### src/rtl/fb_bank_scheduler.sv
// Triple-buffer bank scheduler for the shared 320x240 frame store.
// Rotates display/write/ready banks so the writer always has a free bank and
// the display only changes at the vsync falling edge, so it never tears.
module fb_bank_scheduler #(
  parameter int FRAME_WORDS = 76800,
  parameter int ADDR_W      = 18,
  parameter int CNT_W       = 8
) (
  input  logic              clk25,
  input  logic              resetn,
  input  logic              wr_frame_start,
  input  logic              wr_frame_done,
  input  logic              vga_vsync,
  output logic [1:0]        wr_bank,
  output logic [1:0]        rd_bank,
  output logic [ADDR_W-1:0] wr_base,
  output logic [ADDR_W-1:0] rd_base,
  output logic              wr_active,
  output logic              frame_pending,
  output logic [CNT_W-1:0]  frames_dropped,
  output logic [CNT_W-1:0]  frames_aborted
);

  typedef enum logic {IDLE, WRITING} wr_state_t;

  wr_state_t   state, state_n;
  logic [1:0]  rdy_bank;
  logic [1:0]  rd_bank_n, wr_bank_n, rdy_bank_n;
  logic        pending_n;
  logic        vsync_q;
  logic        commit, abort, swap;

  // Base address lookup from constants; the bank index never exceeds 2.
  function automatic logic [ADDR_W-1:0] base_of(input logic [1:0] b);
    case (b)
      2'd0:    base_of = '0;
      2'd1:    base_of = ADDR_W'(FRAME_WORDS);
      default: base_of = ADDR_W'(2 * FRAME_WORDS);
    endcase
  endfunction

  // Increment that sticks at all-ones instead of wrapping.
  function automatic logic [CNT_W-1:0] sat_inc(input logic [CNT_W-1:0] c);
    sat_inc = (&c) ? c : c + CNT_W'(1);
  endfunction

  assign commit    = (state == WRITING) && wr_frame_done;
  assign abort     = (state == WRITING) && wr_frame_start && !wr_frame_done;
  assign swap      = vsync_q && !vga_vsync;
  assign wr_active = (state == WRITING);

  // Writer FSM next state: a done in IDLE is ignored; start+done while
  // writing commits and immediately opens the next frame.
  always_comb begin
    state_n = state;
    case (state)
      IDLE:    if (wr_frame_start) state_n = WRITING;
      WRITING: if (wr_frame_done)  state_n = wr_frame_start ? WRITING : IDLE;
      default: state_n = IDLE;
    endcase
  end

  // Bank rotation: commit+swap sends the fresh frame straight to display,
  // leaving the ready bank untouched.
  always_comb begin
    rd_bank_n  = rd_bank;
    wr_bank_n  = wr_bank;
    rdy_bank_n = rdy_bank;
    pending_n  = frame_pending;
    if (commit && swap) begin
      rd_bank_n = wr_bank;
      wr_bank_n = rd_bank;
      pending_n = 1'b0;
    end else if (commit) begin
      rdy_bank_n = wr_bank;
      wr_bank_n  = rdy_bank;
      pending_n  = 1'b1;
    end else if (swap && frame_pending) begin
      rd_bank_n  = rdy_bank;
      rdy_bank_n = rd_bank;
      pending_n  = 1'b0;
    end
  end

  // FSM state and vsync history register.
  always_ff @(posedge clk25 or negedge resetn) begin
    if (!resetn) begin
      state   <= IDLE;
      vsync_q <= 1'b1;
    end else begin
      state   <= state_n;
      vsync_q <= vga_vsync;
    end
  end

  // Bank fields and their bases load on the same edge so they never disagree.
  always_ff @(posedge clk25 or negedge resetn) begin
    if (!resetn) begin
      rd_bank       <= 2'd0;
      wr_bank       <= 2'd1;
      rdy_bank      <= 2'd2;
      rd_base       <= '0;
      wr_base       <= ADDR_W'(FRAME_WORDS);
      frame_pending <= 1'b0;
    end else begin
      rd_bank       <= rd_bank_n;
      wr_bank       <= wr_bank_n;
      rdy_bank      <= rdy_bank_n;
      rd_base       <= base_of(rd_bank_n);
      wr_base       <= base_of(wr_bank_n);
      frame_pending <= pending_n;
    end
  end

  // Saturating drop and abort counters.
  always_ff @(posedge clk25 or negedge resetn) begin
    if (!resetn) begin
      frames_dropped <= '0;
      frames_aborted <= '0;
    end else begin
      if (commit && frame_pending) frames_dropped <= sat_inc(frames_dropped);
      if (abort)                   frames_aborted <= sat_inc(frames_aborted);
    end
  end

endmodule

### config.mk
export PLATFORM = sky130hd
export DESIGN_NAME = fb_bank_scheduler
export DESIGN_NICKNAME = d
export VERILOG_FILES = /design/src/rtl/fb_bank_scheduler.sv
export SDC_FILE = /design/constraint.sdc
export NUM_CORES = 1
export LEC_CHECK = 0
export BUFFER_PORTS_ARGS = -buffer_cell sky130_fd_sc_hd__buf_2
export CORE_ASPECT_RATIO = 0.7
export CORE_UTILIZATION = 46
export CTS_BUF_LIST = sky130_fd_sc_hd__clkbuf_8
export DETAILED_ROUTE_END_ITERATION = 8
export HOLD_SLACK_MARGIN = 0.05
export PLACE_DENSITY = 0.78
export SYNTH_ARGS = -nofsm -noshare
export SYNTH_HDL_FRONTEND = slang
export SYNTH_SLANG_ARGS = --single-unit
### constraint.sdc
create_clock -name clk25 -period 1.5 [get_ports clk25]
set_input_delay 0.15 -clock clk25 [delete_from_list [all_inputs] [get_ports clk25]]
set_output_delay 0.15 -clock clk25 [all_outputs]
set_load 0.01 [all_outputs]
After elaboration in Yosys (flattened, before gate mapping)
Index checks and enable logic that the tools add are counted.
{ "word_totals": {"reg_bits": 61, "input_bits": 5, "word_cells": 51} }
{ "classes": {"add_sub_neg": 2, "n_eq_ne": 2, "n_mux": 15, "bitwise_logic": 4, "n_reduce_logical": 18} }
{ "op_table": {"columns": ["cell", "count"], "rows": [
  ["$pmux W18 S2", 2],
  ["$add A8 B1 Y8 const B", 2],
  ["$reduce_and A8 Y1", 2],
  ["$mux W2", 7],
  ["$logic_and A1 B1 Y1", 7],
  ["$reduce_and A2 Y1", 3],
  ["$mux W1", 5],
  ["$eq A2 B1 Y1 const B", 2],
  ["$logic_not A2 Y1", 2],
  ["$not A1 Y1", 4],
  ["$reduce_bool A3 Y1", 1],
  ["$logic_not A1 Y1", 2],
  ["$pmux W1 S2", 1],
  ["$reduce_bool A2 Y1", 1]
]} }

Depth between registers and ports, before layout
Gate-level depths: netlist (run 1).
{ "logic_depth": {"depth_word": 8, "ltp_mapped": 5, "depth_no_buf": 5} }

Least setup slack after synthesis (run 1)
OpenSTA, ideal clock, no wires.
{ "synth_timing": {"kind": "reg-to-reg", "start": "reg frames_dropped[0]", "end": "reg frames_dropped[1]", "t_arrival_ns": 1.469, "path_slack_ns": -0.093, "path_stages_with_launch": 5, "n_path_buf": 0, "synth_period_minus_slack_ns": 1.593, "cell_sequence": "dfrtp_1 ha_1 and4_4 a41oi_4 mux2_2"} }
{ "synth_between": {"elab_chain_cells": 3, "word_cells_on_any_way": 4, "cone_classes": "add/sub: 1; bitwise: 1; reduce/logical: 2"} }
{ "synth_rtl": {"columns": ["item", "line", "text"], "rows": [
  ["from (decl)", "20", "output logic [CNT_W-1:0] frames_dropped,"],
  ["from (signal assigned)", "121", "if (commit && frame_pending) frames_dropped <= sat_inc(frames_dropped);"],
  ["parallel branches: the longest is 3 deep, another holds $add A8 B1 Y8", null, null]
]} }
Parallel ways; which one is timed is not known.
A chain may end at the register's enable or synchronous reset.

Worst setup path in the final report (run 1)
{ "layout_timing": {"start": "reg frames_dropped[0]", "end": "reg frames_dropped[6]"} }
The elaborated chain is that of the path after synthesis.

==> results of run 1 <==
-- layout by cell type (no fill, tap or decap), types with 5 or more instances in the layout --
| cell type | Yosys | final |
|---|---|---|
| dfstp_2 | 5 | 5 |
| clkbuf_8 | 0 | 5 |
| buf_4 | 30 | 18 |
| mux2i_1 | 6 | 5 |
| conb_1 | 1 | 22 |
| buf_2 | 2 | 40 |
| a21oi_1 | 10 | 10 |
| inv_1 | 4 | 6 |
| nor2_1 | 10 | 9 |
| dfrtp_1 | 26 | 25 |
| nand2_1 | 11 | 11 |
-- logic make-up after synthesis --
logic type,count (synthesis)
AND/OR/NAND/NOR,49
XOR/XNOR,7
multiplexers,10
flip-flops,31
AO/OA/AOI/OAI,26
adder cells (fa/ha/maj),2
buffers and inverters,36
other,1
-- per-layer routing --
layer	up-vias	GRT usage (%)	share of wire (%)
li1	622	-	-
met1	606	26.28	48
met2	46	26.58	44
met3	5	5.192	5.6
met4	0	8.491	1.6
met5	-	0	0
-- state kept, by name, summed over array words and instances, names as in the netlist --
name / cells
frames_aborted: 8
frames_dropped: 8
rd_base: 3
wr_base: 3
rd_bank: 2
rdy_bank: 2
wr_bank: 2
frame_pending: 1
vsync_q: 1
wr_active: 1
-- cell type report --
cell class	instances	area, µm²
Multi-Input combinational cell	116	760.7
Tap cell	47	58.81
Sequential cell	31	783.3
Timing Repair Buffer	61	365.4
Clock inverter	3	12.51
Clock buffer	5	68.82
Inverter	4	15.01
Fill cell	296	1254
-- worst min-delay path: cells and delay by family --
| family | cells | cell delay (ns) |
|---|---|---|
| buffers and inverters | 2 | 0.20 |
| AO/OA/AOI/OAI | 1 | 0.10 |
-- power groups by stage --
stage	Combinational (mW)	Clock (mW)	Sequential (mW)
final	1.24	0.616	1.33
after global routing	1.38	0.672	1.37
after CTS	1.24	0.633	1.33
after detailed placement	1.15	0	1.32
after global placement	1.12	0	1.31
after floorplan	0.570	0	1.46
-- path summary, 6_finish.rpt --
kind / start / to / depth (start not counted)
min in group asynchronous: resetn / wr_active / 2
max in group asynchronous: resetn / wr_base[11] / 3
worst min register to register: wr_bank[0] / wr_bank[0] / 2
worst min-delay path: wr_frame_done / wr_active / 3
worst max register to register: frames_dropped[0] / frames_dropped[6] / 5
worst max-delay path: frames_dropped[0] / frames_dropped[6] / 5
-- timing repair --
action / 4_1_cts / 5_1_grt
buffers inserted: 4 / 1
hold buffers: 3 / 0
setup endpoints to repair: 1 / 10
resized for setup: 3 / 4
pin swaps: 2 / 1
endpoints found under the hold margin: 30 / 0
==> metrics.txt, run 1 <==
outcome=complete, no violations; design area=between 0.002 and 0.0025 mm²; htree depth=2; Routed Antenna Nets=0; Comb pwr share=slightly below 40%; Sequential Power Share=around two fifths; first-pass GRT wire length=roughly 5200 µm; number of global-route vias before repair=1102; Post-Synth Simple-Gate Area=between 10% and 20%; Critical Path RT=~1.7 ns; sequential area share after synthesis=46.36%; critical path class=reg2reg; crit-path cells=ha_4 -> and4_4 -> buf_4 -> nand4_1 -> mux2_2; Hold Vio Cnt, Final=0; CTS Root Cell=clkbuf_8; dpl ws=-0.005870 ns; CP Max Fanout=2; #FFs+latches synth=31; slowest stage delay, CP=around 0.42 ns; most instantiated cells after synthesis=buf_4 (30), dfrtp_1 (26), nand2_1 (11); vias per cell=between 4 and 5; final wirelength=roughly 3200 µm; port bufs=40; Antenna Cells=0; largest net degree at the start of global routing=14; Avg Synthesized Cell Area=about 10 µm²; Remaining Overflow, GRT=0; die span in y=approximately 53 µm; WL per Instance=12.04 µm; VDD IR max=809.8 µV; CTS buffer count=5; Worst EP arrival=between 1.5 and 2 ns; slack of the critical path=between 0.06 and 0.07 ns; Max Clk Rate=a little under 700 MHz; Tcrit/Tclk final=between 90% and 100%; dominant cell type by area after synthesis=dfrtp_1; initial antenna violation count=0; ys flop type=dfrtp_1; Sw Share=a little over a third; share of cells above drive strength 1=between 30% and 40%; clock transition at the registers of the reported paths=0.06 ns; RSZ-0062 raised after global routing=false; Detail Placement HPWL=approximately 2400 µm; Syn Inst Count=between 150 and 200; largest family of logic cells by synthesized area=simple AND/OR/NAND/NOR gates; Final Max Tran Viols=0; clk_lat worst skew=slightly below 0.3 ns; Rows=17; Die Footprint=about 0.0039 mm²; Hold WS=slightly below 0.2 ns; GPL Wtd Cong=~0.86; top post-synthesis cells by area=dfrtp_1 (39%), buf_4 (13%), dfstp_2 (7.8%); Cell Area, Synth=about 0.0017 mm²; Synth Area in Adders=under 10%; Tot Pwr=3.186 mW; yosys warns=0; DRT Pass-1 Iters=4; Compound-Gate Fraction of Synth Area=about a tenth; maximum capacitance violations=0; DRT iter0 DRCs=between 60 and 70; final setup violation count=0; Power per Cell Area=between 1500 and 2000 mW/mm²; CTS sink cnt=31; Core ar.=between 0.003 and 0.004 mm²; R2R setup slack=between 0.06 and 0.07 ns; Net Sw Power=roughly 1.2 mW; startpoint types=flop; fin cells=between 200 and 300; internal power=2.028 mW; starting density of the core=between 50% and 60%; post-synthesis mux area share=6.231%; post-synthesis cell type count=39; Final Skew=about 0.0050 ns; Setup TNS=0 ns; XOR/XNOR Fraction of Synth Area=3.635%; Crit-path slowest cell=dfrtp_2; async set or reset register ratio after synthesis=between 90% and 100%; CTS tree=built; DR vias=about 1300; LEAKAGE=~1.0 nW; IO Count=63; Crit. End Element=flop; clock share of power=between 10% and 20%; clock period minus worst slack=around 1.4 ns; cell family with most CP delay=flip-flops; Placement Cell Area=roughly 0.0019 mm²; Buf+Inv Stages, Crit Path=1; area delta synth->final=22.40%; # placed instances=~250; Nets=about 230; Util after Layout=about 62%; gr usage total=a little under a fifth; drt drc=0; CTS Buffer Depth=2; worst hold path class=in2reg; top-count cell post-synth=buf_4; EDFF count, synth=0; chip width=74.38 µm; Synth top area share=between 30% and 40%
Power figures use the tool's default switching activity.
==> inputs of run 2 (changes only) <==
--- a/config.mk
+++ b/config.mk
@@ -6,7 +6,8 @@
 export NUM_CORES = 1
 export LEC_CHECK = 0
 export BUFFER_PORTS_ARGS = -buffer_cell sky130_fd_sc_hd__buf_2
-export CORE_ASPECT_RATIO = 0.7
+export CORE_ASPECT_RATIO = 0.6
+export CORE_MARGIN = 3
 export CORE_UTILIZATION = 46
 export CTS_BUF_LIST = sky130_fd_sc_hd__clkbuf_8
 export DETAILED_ROUTE_END_ITERATION = 8
==> run 2 against run 1 <==
Wire length is 4.9% higher. Combinational power is 6% lower. Setup slack worse by 0.0073 ns. Die area is 14% higher. Hold slack better by 0.092 ns. Sequential cell count stayed put. Count of clock-buffer cells in the layout stayed put. Critical path depth is 1 lower. Cell count is 1.9% lower. Global-route usage is 2.8 points lower. Largest power group unchanged.
==> metrics.txt, run 2 (synthesis gave the netlist of run 1 again) <==
CTS buffer count=5 (unchanged); commonest non-fill, non-tap cell in the layout=buf_2; Power per Cell Area=1531 mW/mm² (-0.80%); CTS tree=built; GPL Wtd Cong=0.8267 (-3.5%); CTS Buffer Depth=2 (unchanged); Antenna Cells=0 (unchanged); Core ar.=0.003383 mm² (+2.0%); maximum capacitance violations=0 (unchanged); most frequent cells in the layout=buf_2 (40), dfrtp_1 (25), conb_1 (22), buf_4 (15), nand2_1 (11); Final Max Tran Viols=0 (unchanged); Detail Placement HPWL=2513 µm (+6.2%); LEAKAGE=1.008 nW (-2.3%); final setup violation count=0 (unchanged); DRT iter0 DRCs=32 (-50%); instance count on the critical path=4 (-1); RSZ-0062 raised after global routing=false; CP Max Fanout=5 (+3); cell family with most CP delay=flip-flops; worst hold path class=in2async; startpoint types=flop; gr usage total=15.96% (-2.8 points); DRT Pass-1 Iters=4 (unchanged); share of cells above drive strength 1=36.87% (-2.2 points); # fillers=299 (+1.0%); Reg2Reg Depth=4 (-1); chip width=84.17 µm (+13%); critical path class=reg2reg; Routed Antenna Nets=0 (unchanged); number of global-route vias before repair=1067 (-3.2%); drt drc=0 (unchanged); Nets=223 (-1.3%); htree depth=2 (unchanged); largest net degree at the start of global routing=15 (+1); Worst EP arrival=1.62 ns (about the same); clock period minus worst slack=1.444 ns (+0.007250 ns); clock transition at the registers of the reported paths=0.07 ns (about the same); outcome=complete, no violations; first-pass GRT wire length=5319 µm (+1.4%); Critical Path RT=1.68 ns (about the same); vias per cell=4.924 (+2.8%); DR vias=1290 (+0.86%); Final Skew=0.009966 ns (+0.004930 ns); CTS Root Cell=clkbuf_8; Remaining Overflow, GRT=0 (unchanged); Tcrit/Tclk final=96.24% (+0.48 points); largest registers=frames_aborted: 8 flops, frames_dropped: 8 flops; Rows=16 (-1); final wirelength=3375 µm (+4.9%); area delta synth->final=19.73%; crit-path cells=ha_2 -> and4_4 -> a41oi_4 -> mux2_2; Crit. End Element=flop; Setup TNS=0 ns (unchanged); design area=0.002019 mm² (-2.2%); Hold Vio Cnt, Final=0 (unchanged); WL per Instance=12.88 µm (+6.9%); initial antenna violation count=0 (unchanged); clk_lat worst skew=0.29 ns (about the same); VDD IR max=725.1 µV (-10%); Buf+Inv Stages, Crit Path=0 (-1); Max Clk Rate=692.7 MHz (-0.50%); slowest stage delay, CP=0.40 ns (-0.02 ns); die span in y=52.91 µm (+0.47%); starting density of the core=49.85% (-0.98 points); Placement Cell Area=0.001901 mm² (+0.66%); port bufs=40 (unchanged); Crit-path slowest cell=dfrtp_2; IO Count=63 (unchanged); Die Footprint=0.004453 mm² (+14%); CTS sink cnt=31 (unchanged)
## run 2: changes by cell type in the layout (fill, tap and decap cells not counted)
cell,previous run,this run
nor2b_1,0,1
ha_4,1,0
nor2_2,1,0
ha_1,1,0
mux2_4,1,0
ha_2,0,2
clkinv_2,1,0
nand2b_1,2,3
nor2b_2,1,0
nor2_1,9,10
nand2b_2,1,0
buf_4,18,15
mux2_2,2,3
inv_1,6,7
## run 2: cell type report
type | count | area [µm²] | share of cell area (%)
sequential | 31 | 783.3 | 38.79
multi-input combinational | 116 | 742.0 | 36.74
timing repair buffer | 58 | 342.8 | 16.98
clock buffer | 5 | 68.82 | 3.408
tap | 45 | 56.30 | 2.788
inverter | 4 | 15.01 | 0.7435
clock inverter | 3 | 11.26 | 0.5576
## run 2: final timing paths
kind                       slack (ns)           endpoint              start
max in group asynchronous        0.68        rdy_bank[1]             resetn
min                              0.29          wr_active             resetn
max                              0.06  frames_dropped[1]  frames_dropped[0]
min in group clk25               0.29          wr_active      wr_frame_done
max reg2reg                      0.06  frames_dropped[1]  frames_dropped[0]
min reg2reg                      0.51  frames_aborted[6]  frames_aborted[6]
## run 2: repair_timing
action,4_1_cts,5_1_grt
hold endpoints to repair,14,0
gates resized for setup,0,3
setup endpoints to repair,0,5
setup buffers,0,0
hold buffers,3,0
## run 2: worst register-to-register path: cells and delay by family, from the launching register on
kind	cells	cell delay [ns]
fa+ha+maj	1	0.19
simple gates	1	0.20
mux	1	0.36
flops	1	0.40
compound gates	1	0.18
## run 2: through the flow
stage / setup WS, ns / instances / power (mW) / utilization, % / hold WS (ns)
after floorplan: 0.002846 / 183 / 2.031 / - / -0.1456
after global placement: 0.03917 / 251 / 2.433 / 56.18 / 0.05588
after detailed placement: 0.02314 / 251 / 2.472 / 56.18 / 0.05717
after CTS: 0.01323 / 262 / 3.092 / 59.43 / 0.2845
after global routing: 0.002938 / 262 / 3.321 / 59.69 / 0.3168
final: 0.05644 / 262 / 3.091 / 59.69 / 0.2884
## run 2: per-layer routing
metal / track usage [%] / vias up / wire [µm]
li1: - / 622 / -
met1: 22.11 / 613 / 1604
met2: 22.51 / 47 / 1485
met3: 4.821 / 8 / 219
met4: 8.021 / 0 / 65
met5: 0 / - / 0
## run 2: power breakdown
part | switching, mW | total, mW | internal [mW]
clock | 0.301 | 0.610 | 0.308
combinational | 0.611 | 1.17 | 0.556
sequential | 0.217 | 1.31 | 1.10
==> inputs of run 3 (changes only) <==
--- a/config.mk
+++ b/config.mk
@@ -13,6 +13,7 @@
 export DETAILED_ROUTE_END_ITERATION = 8
 export HOLD_SLACK_MARGIN = 0.05
 export PLACE_DENSITY = 0.78
+export RECOVER_POWER = 100
 export SYNTH_ARGS = -nofsm -noshare
 export SYNTH_HDL_FRONTEND = slang
 export SYNTH_SLANG_ARGS = --single-unit
==> run 3 against run 2 <==
Critical path depth did not move. Global-route usage did not move. Wire length rose by 0.86%. Largest power group unchanged. Count of clock-buffer cells in the layout did not move. Total power fell by 3.2%. Non-clock buffer count did not move. Combinational power fell by 9%. Sequential cell count did not move.
==> metrics.txt, run 3 (synthesis gave the netlist of run 1 again) <==
outcome=complete, no violations; maximum capacitance violations=0 (unchanged); clock period minus worst slack=1.442 ns (-0.001099 ns); htree depth=2 (unchanged); area delta synth->final=15.43%; Final Skew=0.01068 ns (+0.0007153 ns); Tcrit/Tclk final=96.16% (about the same); RSZ-0062 raised after global routing=false; Reg-to-Reg Start=frames_dropped[0]; Hold Vio Cnt, Final=0 (unchanged); DRT Pass-1 Iters=4 (unchanged); first-pass GRT wire length=5319 µm (unchanged); DRT iter0 DRCs=31 (-3.1%); CTS Root Cell=clkbuf_8; largest net degree at the start of global routing=15 (unchanged); Final Max Tran Viols=0 (unchanged); IO Count=63 (unchanged); CP Max Fanout=5 (unchanged); Worst EP arrival=1.62 ns (about the same); vias per cell=4.840 (-1.7%); slack of the critical path=0.05754 ns (+0.001099 ns); worst relative slew slack=between 50 and 60%; chip width=84.17 µm (unchanged); Sw Share=38.03% (+1.5 points); internal power=1.855 mW (-5.4%); dpl ws=0.02314 ns (unchanged); Routed Antenna Nets=0 (unchanged); Detail Placement HPWL=2513 µm (unchanged); cell family with most CP delay=flip-flops; Comb pwr share=35.8% (-2.0 points); Setup TNS=0 ns (unchanged); CP endpoint=frames_dropped[1]; Net Sw Power=1.138 mW (+0.69%); WL per Instance=12.99 µm (+0.86%); Crit. End Element=flop; Core ar.=0.003383 mm² (unchanged); Power per Cell Area=1537 mW/mm² (+0.41%); worst-margin pin slew=about 0.70 ns; gr usage total=15.96% (unchanged); Reg2Reg Depth=4 (unchanged); GPL Wtd Cong=0.8267 (unchanged); slowest stage delay, CP=0.40 ns (about the same); VDD IR max=745.5 µV (+2.8%); Sequential Power Share=43.9% (+1.4 points); initial antenna violation count=0 (unchanged); most frequent cells in the layout=clkbuf_1 (38), dfrtp_1 (25), conb_1 (22), nand2_1 (11); HP Start=wr_frame_done; DR vias=1268 (-1.7%); Nets=223 (unchanged); clk_lat worst skew=0.29 ns (about the same); CTS tree=built; instance count on the critical path=4 (unchanged); startpoint types=flop; final setup violation count=0 (unchanged); R2R setup slack=0.06 ns (about the same); final wirelength=3404 µm (+0.86%); Remaining Overflow, GRT=0 (unchanged); crit-path cells=ha_2 -> and4_4 -> a41oi_4 -> mux2_2; Max Clk Rate=693.3 MHz (about the same); commonest non-fill, non-tap cell in the layout=clkbuf_1; Die Footprint=0.004453 mm² (unchanged); clock transition at the registers of the reported paths=0.07 ns (about the same); Setup crit start=frames_dropped[0]; LEAKAGE=0.8820 nW (-13%); clock share of power=20.3% (+0.6 points); largest registers=frames_aborted: 8 flops, frames_dropped: 8 flops; Antenna Cells=0 (unchanged); starting density of the core=49.85% (unchanged); number of global-route vias before repair=1067 (unchanged); CTS sink cnt=31 (unchanged); share of cells above drive strength 1=17.97% (-19 points); CTS buffer count=5 (unchanged); worst hold path class=in2reg; critical path class=reg2reg; Critical Path RT=1.68 ns (about the same); port bufs=40 (unchanged); die span in y=52.91 µm (unchanged); CTS Buffer Depth=2 (unchanged); Buf+Inv Stages, Crit Path=0 (unchanged); drt drc=0 (unchanged); R2R Path End=frames_dropped[1]; Rows=16 (unchanged); Crit-path slowest cell=dfrtp_2
## run 3: tightest hold or removal path, cell delays in order
cell	delay, ns
buf_2	0.11
buf_4	0.15
inv_1	0.05
a21o_1	0.10
## run 3: final cells by class
cell class / count / area, µm²
multi-input combinational: 116 / 737.0
timing repair buffer: 58 / 275.3
inverter: 4 / 15.01
clock inverter: 3 / 11.26
sequential: 31 / 783.3
clock buffer: 5 / 68.82
tap: 45 / 56.30
fill: 332 / 1436
## run 3: power by group through the flow
stage                     Sequential, mW  Clock [mW]  Combinational (mW)
after global placement              1.31           0                1.13
after floorplan                     1.46           0               0.570
after global routing                1.35       0.667                1.20
after detailed placement            1.32           0                1.15
after CTS                           1.31       0.624                1.16
final                               1.31       0.608                1.07
## run 3: what timing repair did
item	in CTS	in global routing
endpoints found under the hold margin	14	0
endpoints found under the setup margin	0	5
hold buffers	3	0
buffers inserted	0	0
gates resized for setup	0	3
## run 3: per-stage QoR
step           instance area, µm²  power (mW)  std cells  hold slack (ns)  util, %
2_1_floorplan                1767       2.031        183          -0.1456        -
3_3_place_gp                 1901       2.433        251          0.05588    56.18
3_5_place_dp                 1901       2.472        251          0.05717    56.18
4_1_cts                      2011       3.092        262           0.2845    59.43
5_1_grt                      1947       3.221        262           0.3290    57.54
6_report                     1947       2.993        262           0.2943    57.54
## run 3: worst min-delay path by stage
| stage | to | slack, ns | depth (start not counted) |
|---|---|---|---|
| floorplan | frame_pending | -0.15 | 0 |
| global placement | frames_aborted[0] | 0.06 | 1 |
| detailed placement | frames_aborted[2] | 0.06 | 1 |
| CTS | frames_aborted[2] | 0.28 | 2 |
| global route | wr_active | 0.33 | 4 |
| finish | wr_active | 0.29 | 4 |
## run 3: metal layers
| layer | share of wire (%) | up-vias | track usage (%) |
|---|---|---|---|
| li1 | - | 620 | - |
| met5 | 0 | - | 0 |
| met1 | 49 | 605 | 22.11 |
| met2 | 43 | 35 | 22.51 |
| met3 | 6.1 | 8 | 4.821 |
| met4 | 1.9 | 0 | 8.021 |
